File: config.mk
export PLATFORM = sky130hd
export DESIGN_NAME = fetch_unit
export DESIGN_NICKNAME = d
export VERILOG_FILES = /design/src/rtl/fetch_unit.sv
export SDC_FILE = /design/constraint.sdc
export NUM_CORES = 1
export LEC_CHECK = 0
export ABC_AREA = 1
export CAP_MARGIN = 20
export CORE_ASPECT_RATIO = 1.5
export CORE_UTILIZATION = 44
export DETAILED_ROUTE_END_ITERATION = 7
export GPL_TIMING_DRIVEN = 0
export PLACE_DENSITY_LB_ADDON = 0.2
export SLEW_MARGIN = 20
export SYNTH_ARGS = -nofsm -noshare
export SYNTH_HDL_FRONTEND = slang
export SYNTH_SLANG_ARGS = --single-unit
File: constraint.sdc
create_clock -name clk -period 1.4 [get_ports clk]
set_input_delay 0.21 -clock clk [delete_from_list [all_inputs] [get_ports clk]]
set_output_delay 0.21 -clock clk [all_outputs]
set_load 0.05 [all_outputs]
File: src/rtl/fetch_unit.sv
// Instruction fetch stage: owns the PC, addresses the combinational program ROM
// and presents each latched word as opcode/immediate under a valid/ready handshake.
module fetch_unit #(
  parameter int unsigned ADDR_W   = 4,
  parameter int unsigned DATA_W   = 8,
  parameter int unsigned RESET_PC = 0
) (
  input  logic                     clk,
  input  logic                     rst_n,
  output logic [ADDR_W-1:0]        rom_addr,
  input  logic [DATA_W-1:0]        rom_data,
  output logic                     instr_valid,
  input  logic                     instr_ready,
  output logic [DATA_W-ADDR_W-1:0] opcode,
  output logic [ADDR_W-1:0]        imm,
  output logic [ADDR_W-1:0]        instr_pc,
  input  logic                     jump_en,
  input  logic [ADDR_W-1:0]        jump_addr,
  input  logic                     halt,
  output logic                     halted,
  output logic [ADDR_W-1:0]        pc
);

  typedef enum logic [1:0] {
    S_FETCH  = 2'd0,
    S_HOLD   = 2'd1,
    S_HALTED = 2'd2
  } state_t;

  state_t              r_state;
  logic [ADDR_W-1:0]   r_pc;
  logic [ADDR_W-1:0]   r_instr_pc;
  logic [DATA_W-1:0]   r_ir;
  logic                r_valid;
  logic                r_halted;

  logic                w_accept;
  logic [ADDR_W-1:0]   w_pc_inc;

  assign w_accept = r_valid & instr_ready;
  assign w_pc_inc = r_pc + ADDR_W'(1);

  always_ff @(posedge clk or negedge rst_n) begin
    if (!rst_n) begin
      r_state    <= S_FETCH;
      r_pc       <= ADDR_W'(RESET_PC);
      r_instr_pc <= '0;
      r_ir       <= '0;
      r_valid    <= 1'b0;
      r_halted   <= 1'b0;
    end else begin
      case (r_state)
        S_FETCH: begin
          if (halt) begin
            r_halted <= 1'b1;
            r_state  <= S_HALTED;
          end else begin
            r_ir       <= rom_data;
            r_instr_pc <= r_pc;
            r_pc       <= w_pc_inc;
            r_valid    <= 1'b1;
            r_state    <= S_HOLD;
          end
        end
        S_HOLD: begin
          // A presented instruction is only retired by an accept, even under halt.
          if (w_accept) begin
            if (jump_en) begin
              r_pc <= jump_addr;
            end
            if (halt) begin
              r_valid  <= 1'b0;
              r_halted <= 1'b1;
              r_state  <= S_HALTED;
            end else if (jump_en) begin
              r_valid <= 1'b0;
              r_state <= S_FETCH;
            end else begin
              r_ir       <= rom_data;
              r_instr_pc <= r_pc;
              r_pc       <= w_pc_inc;
            end
          end
        end
        S_HALTED: begin
          r_valid <= 1'b0;
          if (!halt) begin
            r_halted <= 1'b0;
            r_state  <= S_FETCH;
          end
        end
        default: begin
          r_valid  <= 1'b0;
          r_halted <= 1'b0;
          r_state  <= S_FETCH;
        end
      endcase
    end
  end

  // ROM address is the live PC so the word is captured on the same edge.
  assign rom_addr    = r_pc;
  assign pc          = r_pc;
  assign instr_valid = r_valid;
  assign instr_pc    = r_instr_pc;
  assign opcode      = r_ir[DATA_W-1:ADDR_W];
  assign imm         = r_ir[ADDR_W-1:0];
  assign halted      = r_halted;

endmodule

==> flow_summary.yaml <==
die:
  num_rows: 21
  die-area_um2: 2690
  start_util: 0.477
  die_w_um: 42.7
  die_y_um: 63.0
  coreArea_um2: 2290
  ios: 39
worst_setup_path:
  critPathTopFamily: "buffers and inverters"
  crit_fanout: 2
  crit_chain: "clkdlybuf4s15_1"
  worstSetupPathType: "reg2out"
  r2r_end: "pc[1]"
  critical_path.startpoint: "r_ir[7]"
  slowest_stage: "clkdlybuf4s15_1"
  rr_startpoint: "r_state[1]"
  end_kind: "primary output"
  critPathMaxStageDelay_ns: 0.49
  cp.required_ns: 1.19
  worstSetupPathDepth: 1
  path_buf_inv: 1
  regToRegSetupSlack_ns: 0.12
  worstPathArrival_ns: 1.15
  critPathLaunchType: "flop"
  critical_path.endpoint: "opcode[3]"
  r2r_cells: 8
yosys:
  netlist_instances: 127
  synth_area_um2: 1090
  ys_seq_elements: 20
  yosysSeqAreaShare: 0.459
  synth_area_per_cell_um2: 8.59
  synth_nets: 145
  yosys_warnings: 0
  synth_cell_types: 22
timing:
  fin_hold_ws_ns: 0.387
  fin_crit_ns: 1.36
  min_period_over_period: 0.971
  setup_viol: 0
  tightestPinTransition_ns: 0.867
  relSlewSlack: 0.421
  hold_violations: 0
  slew_violations: 0
  rsz0062_at_grt: "no"
  skew_ns: 0.00369
  fmax_ghz: 0.736
finish:
  finalNetCount: 190
  n_antenna_cell: 0
  layout_common_cells: "40 x nand2_1, 23 x inv_1, 17 x dfrtp_1"
  layout-drive-gt1-share: 0.327
  area_growth_pct: 35.1
  final_common_cell: "nand2_1"
placement:
  port_buffers: 38
  gp_congestion: 0.840
  dpl.hpwl_um: 1740
detailed_routing:
  routed-via-count: 958
  dr.pass1.iters: 4
  drt-total-wl_um: 2210
  wl_per_cell_um: 11.4
  dr.first_iter.drc_count: 8
  drc: 0
  drtAntennaViolNets: 0
  via_per_inst: 4.94
clock_network:
  clock_latency_ns: 0.30
  cts_inserted_buffers: 3
  cts_num_sinks: 20
  clk_pin_slew_ns: 0.11
  htree_levels: 1
  root_buffer: "clkbuf_4"
  clockBufferDepth: 2
  cts_tree: "done"
grt:
  grt_overflow: 0
  grt_pass1_vias: 938
  grt_max_degree: 21
  grtUsageTotal: 0.190
  antenna_found_initial: 0
  grt_pass1_wl_um: 3980
outcome:
  outcome: "completed"
min_path:
  min_path_type: "in2async"
run:
  drv_cap: 0
==> cell usage after synthesis, drive strengths merged <==
cell type,instances,area (um^2)
o21ai,13,121
nand2,42,168
dfrtp,20,500
ha,1,12.5
a21oi,4,31.3
nand4,2,12.5
o21a,1,7.51
inv,24,90.1
nand3,8,57.6
nor2,4,22.5
buf,6,52.6
o21bai,1,7.51
o211ai,1,7.51
==> cell type report <==
cell class / count / area, um^2
clock buffer: 4 / 36.3
tap: 23 / 28.8
timing repair buffer: 40 / 314
multi-input combinational: 77 / 448
buffer: 6 / 52.6
fill: 211 / 812
sequential: 20 / 504
inverter: 24 / 90.1
==> flip-flops by register name, summed over array words and instances (netlist names), named ones only <==
register,count
halted,1
pc,3
instr_valid,1
r_ir,8
instr_pc,4
r_state,2
==> worst min-delay path by stage <==
stage | from | endpoint
after floorplan | rst_n | asynchronous set/reset pin
after global placement | r_ir[5] | r_ir[5]
after detailed placement | instr_pc[1] | instr_pc[1]
after CTS | rst_n | r_ir[5]
after global routing | rom_data[0] | r_ir[0]
final | rst_n | r_ir[5]
==> logic make-up (layout without fill, tap and decap cells) <==
kind of cell               count (synthesis)  in the layout  synth area share
buffers and inverters                     30             74             0.131
and+or+nand+nor                           56             56             0.239
adders and majority gates                  1              1            0.0115
AOI/OAI and AO/OA                         20             20             0.161
DFF                                       20             20             0.459
==> routing by layer <==
| metal | part of all wire | global-route usage |
|---|---|---|
| met1 | 0.40 | 0.212 |
| met2 | 0.53 | 0.347 |
| met3 | 0.044 | 0.0202 |
| met4 | 0.024 | 0.0820 |
| met5 | 0 | 0 |
==> what timing repair did <==
action / 4_1_cts / 5_1_grt
pin swaps: 0 / 1
setup endpoints to repair: 22 / 24
setup buffers: 0 / 2
hold buffers: 0 / 0
resized for setup: 55 / 24
==> stage by stage <==
stage	TNS [ns]	area (um^2)	utilization	cells	setup slack [ns]
2_1_floorplan	0	1090	-	127	0.0370
3_3_place_gp	-3.76	1500	0.657	188	-0.229
3_5_place_dp	-4.30	1500	0.657	188	-0.253
4_1_cts	0	1520	0.666	192	0.000852
5_1_grt	0	1470	0.645	194	0.00120
6_report	0	1470	0.645	194	0.0408
Power is left out: the tool's default activity adds up to more than one toggle a clock period on the data nets, which glitch-free logic cannot reach.
